[src/rtl/apb_initiator_if.sv]
`default_nettype none
// ============================================================================
// Module   : apb_initiator_if
// Brief    : APB3 bus bundle between an initiator and a register completer.
// Revision : 1.0
// ============================================================================
interface apb_initiator_if #(
    parameter int ADDR_WIDTH = 32,
    parameter int DATA_WIDTH = 32
) ();
    logic [ADDR_WIDTH-1:0] paddr;
    logic                  pwrite;
    logic                  psel;
    logic                  penable;
    logic [DATA_WIDTH-1:0] pwdata;
    logic                  pready;
    logic [DATA_WIDTH-1:0] prdata;
    logic                  pslverr;

    modport master (
        output paddr, pwrite, psel, penable, pwdata,
        input  pready, prdata, pslverr
    );

    modport slave (
        input  paddr, pwrite, psel, penable, pwdata,
        output pready, prdata, pslverr
    );
endinterface
`default_nettype wire

[src/rtl/apb_initiator.sv]
`default_nettype none
// ============================================================================
// Module   : apb_initiator
// Brief    : Single-beat valid/ready command to APB3 SETUP/ACCESS transfer,
//            with a bounded wait-state timeout and a registered response.
// Revision : 1.0
// ============================================================================
module apb_initiator #(
    parameter int ADDR_WIDTH     = 32,
    parameter int DATA_WIDTH     = 32,
    parameter int TIMEOUT_CYCLES = 16
) (
    input  wire logic                  clk,
    input  wire logic                  preset,
    input  wire logic                  req_valid,
    output logic                       req_ready,
    input  wire logic                  req_write,
    input  wire logic [ADDR_WIDTH-1:0] req_addr,
    input  wire logic [DATA_WIDTH-1:0] req_wdata,
    output logic                       rsp_valid,
    input  wire logic                  rsp_ready,
    output logic [DATA_WIDTH-1:0]      rsp_rdata,
    output logic                       rsp_slverr,
    output logic                       rsp_timeout,
    apb_initiator_if.master            apb
);

    localparam int c_CNT_W     = (TIMEOUT_CYCLES == 0) ? 1 : $clog2(TIMEOUT_CYCLES + 1);
    localparam int c_TO_LAST_I = (TIMEOUT_CYCLES == 0) ? 0 : TIMEOUT_CYCLES - 1;
    localparam logic [c_CNT_W-1:0] c_TO_LAST = c_TO_LAST_I[c_CNT_W-1:0];
    localparam bit c_TO_EN = (TIMEOUT_CYCLES != 0);

    typedef enum logic [1:0] {
        S_IDLE   = 2'd0,
        S_SETUP  = 2'd1,
        S_ACCESS = 2'd2,
        S_RESP   = 2'd3
    } state_t;

    state_t                r_state;
    logic                  r_req_ready;
    logic [ADDR_WIDTH-1:0] r_paddr;
    logic                  r_pwrite;
    logic                  r_psel;
    logic                  r_penable;
    logic [DATA_WIDTH-1:0] r_pwdata;
    logic [c_CNT_W-1:0]    r_wait_cnt;
    logic                  r_rsp_valid;
    logic [DATA_WIDTH-1:0] r_rsp_rdata;
    logic                  r_rsp_slverr;
    logic                  r_rsp_timeout;

    always_ff @(posedge clk) begin
        if (preset) begin
            r_state       <= S_IDLE;
            r_req_ready   <= 1'b0;
            r_paddr       <= '0;
            r_pwrite      <= 1'b0;
            r_psel        <= 1'b0;
            r_penable     <= 1'b0;
            r_pwdata      <= '0;
            r_wait_cnt    <= '0;
            r_rsp_valid   <= 1'b0;
            r_rsp_rdata   <= '0;
            r_rsp_slverr  <= 1'b0;
            r_rsp_timeout <= 1'b0;
        end else begin
            case (r_state)
                S_IDLE: begin
                    // req_ready is registered, so it comes up one cycle after reset
                    if (r_req_ready && req_valid) begin
                        r_req_ready <= 1'b0;
                        r_paddr     <= req_addr;
                        r_pwrite    <= req_write;
                        r_pwdata    <= req_write ? req_wdata : '0;
                        r_psel      <= 1'b1;
                        r_state     <= S_SETUP;
                    end else begin
                        r_req_ready <= 1'b1;
                    end
                end
                S_SETUP: begin
                    r_penable  <= 1'b1;
                    r_wait_cnt <= '0;
                    r_state    <= S_ACCESS;
                end
                S_ACCESS: begin
                    // Completion takes priority over a timeout in the same cycle
                    if (apb.pready) begin
                        r_rsp_valid   <= 1'b1;
                        r_rsp_rdata   <= r_pwrite ? '0 : apb.prdata;
                        r_rsp_slverr  <= apb.pslverr;
                        r_rsp_timeout <= 1'b0;
                        r_psel        <= 1'b0;
                        r_penable     <= 1'b0;
                        r_state       <= S_RESP;
                    end else if (c_TO_EN && (r_wait_cnt == c_TO_LAST)) begin
                        r_rsp_valid   <= 1'b1;
                        r_rsp_rdata   <= '0;
                        r_rsp_slverr  <= 1'b1;
                        r_rsp_timeout <= 1'b1;
                        r_psel        <= 1'b0;
                        r_penable     <= 1'b0;
                        r_state       <= S_RESP;
                    end else begin
                        r_wait_cnt <= r_wait_cnt + 1'b1;
                    end
                end
                S_RESP: begin
                    if (rsp_ready) begin
                        r_rsp_valid <= 1'b0;
                        r_req_ready <= 1'b1;
                        r_state     <= S_IDLE;
                    end
                end
                default: begin
                    r_state <= S_IDLE;
                end
            endcase
        end
    end

    assign req_ready   = r_req_ready;
    assign rsp_valid   = r_rsp_valid;
    assign rsp_rdata   = r_rsp_rdata;
    assign rsp_slverr  = r_rsp_slverr;
    assign rsp_timeout = r_rsp_timeout;

    assign apb.paddr   = r_paddr;
    assign apb.pwrite  = r_pwrite;
    assign apb.psel    = r_psel;
    assign apb.penable = r_penable;
    assign apb.pwdata  = r_pwdata;

endmodule
`default_nettype wire

[src/flat_wrapper.sv]
// flat-port wrapper written by rule: the top's interface ports become plain ports
module apb_initiator_flat 
#(
    parameter int ADDR_WIDTH     = 32,
    parameter int DATA_WIDTH     = 32,
    parameter int TIMEOUT_CYCLES = 16
)
  (clk, preset, req_valid, req_ready, req_write, req_addr, req_wdata, rsp_valid, rsp_ready, rsp_rdata, rsp_slverr, rsp_timeout, apb_paddr, apb_pwrite, apb_psel, apb_penable, apb_pwdata, apb_pready, apb_prdata, apb_pslverr);
  apb_initiator_if #(.ADDR_WIDTH(ADDR_WIDTH), .DATA_WIDTH(DATA_WIDTH)) apb_i ();
  input  wire logic clk;
  input  wire logic preset;
  input  wire logic req_valid;
  output logic req_ready;
  input  wire logic req_write;
  input  wire logic [ADDR_WIDTH-1:0] req_addr;
  input  wire logic [DATA_WIDTH-1:0] req_wdata;
  output logic rsp_valid;
  input  wire logic rsp_ready;
  output logic [DATA_WIDTH-1:0] rsp_rdata;
  output logic rsp_slverr;
  output logic rsp_timeout;
  output wire logic [$bits(apb_i.paddr)-1:0] apb_paddr;
  output wire logic [$bits(apb_i.pwrite)-1:0] apb_pwrite;
  output wire logic [$bits(apb_i.psel)-1:0] apb_psel;
  output wire logic [$bits(apb_i.penable)-1:0] apb_penable;
  output wire logic [$bits(apb_i.pwdata)-1:0] apb_pwdata;
  input wire logic [$bits(apb_i.pready)-1:0] apb_pready;
  input wire logic [$bits(apb_i.prdata)-1:0] apb_prdata;
  input wire logic [$bits(apb_i.pslverr)-1:0] apb_pslverr;
  assign apb_paddr = apb_i.paddr;
  assign apb_pwrite = apb_i.pwrite;
  assign apb_psel = apb_i.psel;
  assign apb_penable = apb_i.penable;
  assign apb_pwdata = apb_i.pwdata;
  assign apb_i.pready = apb_pready;
  assign apb_i.prdata = apb_prdata;
  assign apb_i.pslverr = apb_pslverr;
  apb_initiator #(.ADDR_WIDTH(ADDR_WIDTH), .DATA_WIDTH(DATA_WIDTH), .TIMEOUT_CYCLES(TIMEOUT_CYCLES)) u_core (.clk(clk), .preset(preset), .req_valid(req_valid), .req_ready(req_ready), .req_write(req_write), .req_addr(req_addr), .req_wdata(req_wdata), .rsp_valid(rsp_valid), .rsp_ready(rsp_ready), .rsp_rdata(rsp_rdata), .rsp_slverr(rsp_slverr), .rsp_timeout(rsp_timeout), .apb(apb_i));
endmodule
[config.mk]
export PLATFORM = sky130hd
export DESIGN_NAME = apb_initiator_flat
export DESIGN_NICKNAME = d
export VERILOG_FILES = /design/src/rtl/apb_initiator_if.sv /design/src/rtl/apb_initiator.sv /design/src/flat_wrapper.sv
export SDC_FILE = /design/constraint.sdc
export NUM_CORES = 1
export LEC_CHECK = 0
export ABC_AREA = 0
export CORE_ASPECT_RATIO = 1.2
export CORE_MARGIN = 2
export CORE_UTILIZATION = 43
export DETAILED_ROUTE_END_ITERATION = 12
export PLACE_DENSITY_LB_ADDON = 0.2
export SKIP_LAST_GASP = 1
export SLEW_MARGIN = 20
export SYNTH_ARGS = -nofsm -noshare
export SYNTH_HDL_FRONTEND = slang
export SYNTH_SLANG_ARGS = --single-unit
[constraint.sdc]
create_clock -name clk -period 5.25 [get_ports clk]
set_input_delay 1.3125 -clock clk [delete_from_list [all_inputs] [get_ports clk]]
set_output_delay 1.3125 -clock clk [all_outputs]
set_load 0.005 [all_outputs]
==> summary.md <==
| Metric | Value |
|---|---|
| Actual slew at the worst max-slew pin | roughly 0.9 ns |
| Family with the most delay on the worst path | simple AND/OR/NAND/NOR gates |
| Clock slew at reported path FFs | around 0.090 ns |
| Max Cap Violations | 0 |
| Post-synthesis cell count | roughly 510 |
| Layout cell share with drive strength beyond 1 | under 10% |
| Antenna diodes | 0 |
| Die ar. | approximately 10000 um2 |
| Post-synth top cells | 134 x nand2_1, 110 x dfxtp_1, 106 x a21oi_1, 69 x nand3_1, 33 x clkbuf_1 |
| Initial Util | between 40% and 50% |
| Post-Route WL | approximately 12000 um |
| Clock buffer depth | 2 |
| Synth top area share | 53.9% |
| Multi-input combinational cell area | 1710 um2 |
| Later-pin clock latency in the skew report | 0.37 ns |
| Hold Startpoint | u_core.rsp_rdata[15] |
| Via count | a little over 4000 |
| Worst path bufs/invs | 2 |
| Layout Nets | a little under 800 |
| Unique masters post-synth | 30 |
| CORE AREA | about 9000 um2 |
| Static leakage | 2.15 nW |
| P&R area growth vs syn | 56.1% |
| Setup slack, reg-to-reg | about 3.1 ns |
| Setup bufs post-CTS | 0 |
| FF-to-FF End | u_core.apb.paddr[31] |
| Worst Hold Class | reg2reg |
| Final Wtd Congestion | 0.824 |
| I/O pin total | between 200 and 250 |
| Fraction of registers with async set/reset | 0% |
| I/O Buffers | 205 |
| Fin crit period | 2.92 ns |
| Clock root buffer | clkbuf_8 |
| DRT Pass-1 Iters | 4 |
| Slowest stage delay, CP | approximately 0.81 ns |
| Peak supply drop | around 180 uV |
| Yosys warnings | 0 |
| Overall routing resource usage | between 20% and 30% |
| Top post-synthesis cells by area | dfxtp_1 54%, a21oi_1 13%, nand2_1 12% |
| Crit-path cells | clkdlybuf4s50_1 > and3_2 > buf_4 > nand2_1 > a21oi_1 |
| Main synth FF type | dfxtp_1 |
| Worst Setup Start Kind | input pin |
| #FFs+latches synth | between 100 and 150 |
| Site Rows | 38 |
| CTS tree | done |
| Power Density | ~330 nW/um2 |
| Setup TNS | 0 ns |
| Die Ht | 111 um |
| RSZ-0062 raised after global routing | no |
| Worst relative slew slack | 39.5% |
| Placed Area | ~6000 um2 |
| Hold Crit Depth | 2 |
| Hpwl dp | 8280 um |
| Tcrit/Tclk final | between 50% and 60% |
| Crit-path max FO | between 50 and 60 |
| Syn Area/Cell | 8.05 um2 |
| First-pass GRT wire length | 18800 um |
| Remaining DRCs | 0 |
| Worst Clk Skew | ~0.0059 ns |
| Arr. time, crit path | 3.22 ns |
| Remaining global-route overflow | 0 |
| Fill cell count | ~720 |
| Syn_nets | ~600 |
| Largest net degree at the start of global routing | around 110 |
| Crit path capture type | flip-flop |
| Max-slew violations | 0 |
| Vias in the first global route | 4012 |
| Cts repair resizes | 0 |
| Critical path type | in2reg |
| Cell with the most instances after synthesis | nand2_1 |
| Mapped cell area | ~4100 um2 |
| Final instance area | 6370 um2 |
| H-tree depth | 3 |
| Crit path required time | 5.55 ns |
| Slowest CP cell | and3_2 |
| Status | completed |
| Worst R2R Path Depth | 6 |
| DR vias/cell | roughly 5 |
| CTS buffer count | 9 |
| Fin. Hold Viols | 0 |
| Sequential area share after synthesis | between 50% and 60% |
| Post-synth EDFFs | 0 |
| Clk sinks | 110 |
| Initial antenna violation count | 0 |
| Top cell type by total area after synthesis | dfxtp_1 |
| Detail Route Antenna Nets | 0 |
| Hold_buf cts | 0 |
| Die X | between 90 and 100 um |
| Setup violators final | 0 |
| Min-Delay Endpoint | u_core.rsp_rdata[15] |
| Fmax achieved | about 340 MHz |
| Reg area | roughly 2200 um2 |
| Routed len/inst | about 15 um |
| RR Startpoint | u_core.r_state[1] |
| DR iter-0 viols | between 150 and 200 |
flip-flops by register name, summed over array words and instances, names as in the netlist:
register	cells
u_core.rsp_timeout	1
u_core.r_state	2
u_core.apb.paddr	32
u_core.rsp_slverr	1
u_core.req_ready	1
u_core.apb.pwrite	1
u_core.apb.psel	1
u_core.rsp_rdata	32
u_core.apb.penable	1
u_core.apb.pwdata	32
u_core.r_wait_cnt	5
u_core.rsp_valid	1
worst max-delay path by stage:
stage / startpoint / end / cells past startpoint
floorplan: apb_pready / u_core.r_wait_cnt[3] / 4
global placement: apb_pready / u_core.rsp_rdata[27] / 4
detailed placement: apb_pready / u_core.rsp_rdata[10] / 5
CTS: apb_pready / u_core.rsp_rdata[12] / 5
global route: req_valid / u_core.apb.paddr[4] / 5
finish: req_valid / u_core.apb.paddr[31] / 5
per-layer routing:
metal / track usage (%) / up-vias / wire (um)
met1: 25.6 / 1916 / 4650
met2: 37.2 / 144 / 5810
li1: - / 2051 / -
met5: 0 / - / 0
met4: 10.8 / 0 / 442
met3: 8.02 / 32 / 930
final cells by class:
cell class              instances  share of cell area (%)
clock inverters                 1                   0.471
well taps                     120                    2.36
multi-input cells             347                    26.9
inverters                       7                   0.412
clock buffers                  13                    2.49
flip-flops and latches        110                    34.5
repair buffers                209                    32.9
cells by family (layout without fill, tap and decap cells):
logic type	count (synthesis)	in the layout	share of synthesized area (%)
compound gates	119	119	15.4
buf+inv	50	230	4.75
flops	110	110	53.9
mux	1	1	0.276
fa+ha+maj	7	7	2.15
simple gates	220	220	23.4
per-stage QoR:
step / utilization, % / setup slack, ns / instances / hold slack, ns / power (mW)
floorplan: - / 2.93 / 507 / 0.448 / 1.29
global placement: 67.4 / 1.95 / 792 / 0.437 / 1.58
detailed placement: 67.4 / 1.91 / 792 / 0.442 / 1.60
CTS: 69.4 / 2.28 / 806 / 0.455 / 2.10
global route: 69.8 / 2.19 / 807 / 0.471 / 2.20
finish: 69.8 / 2.33 / 807 / 0.452 / 2.09
power by group:
part	internal [mW]	leakage, nW	switching (mW)
Sequential	0.922	0.891	0.0509
Combinational	0.304	1.16	0.304
Clock	0.242	0.0956	0.262
worst reg2reg max path, cell delays in order, from the launching register on:
cell     delay (ns)
dfxtp_1        0.34
inv_1          0.12
ha_1           0.26
and3_2         0.82
buf_4          0.36
nand2_1        0.08
a21oi_1        0.13
cells in the final DEF (no fill, tap or decap), types with 2 or more instances in the layout:
cell type,n
clkdlybuf4s50_1,203
nor3b_1,2
inv_1,7
dfxtp_1,110
buf_4,4
nand2_1,134
a21oi_1,106
or3_1,2
clkbuf_1,2
o21ai_0,3
nand3_1,68
nand2b_1,4
and3_1,2
clkbuf_8,11
o31ai_1,2
ha_1,7
Note: power is estimated with default switching activity, not from simulation.
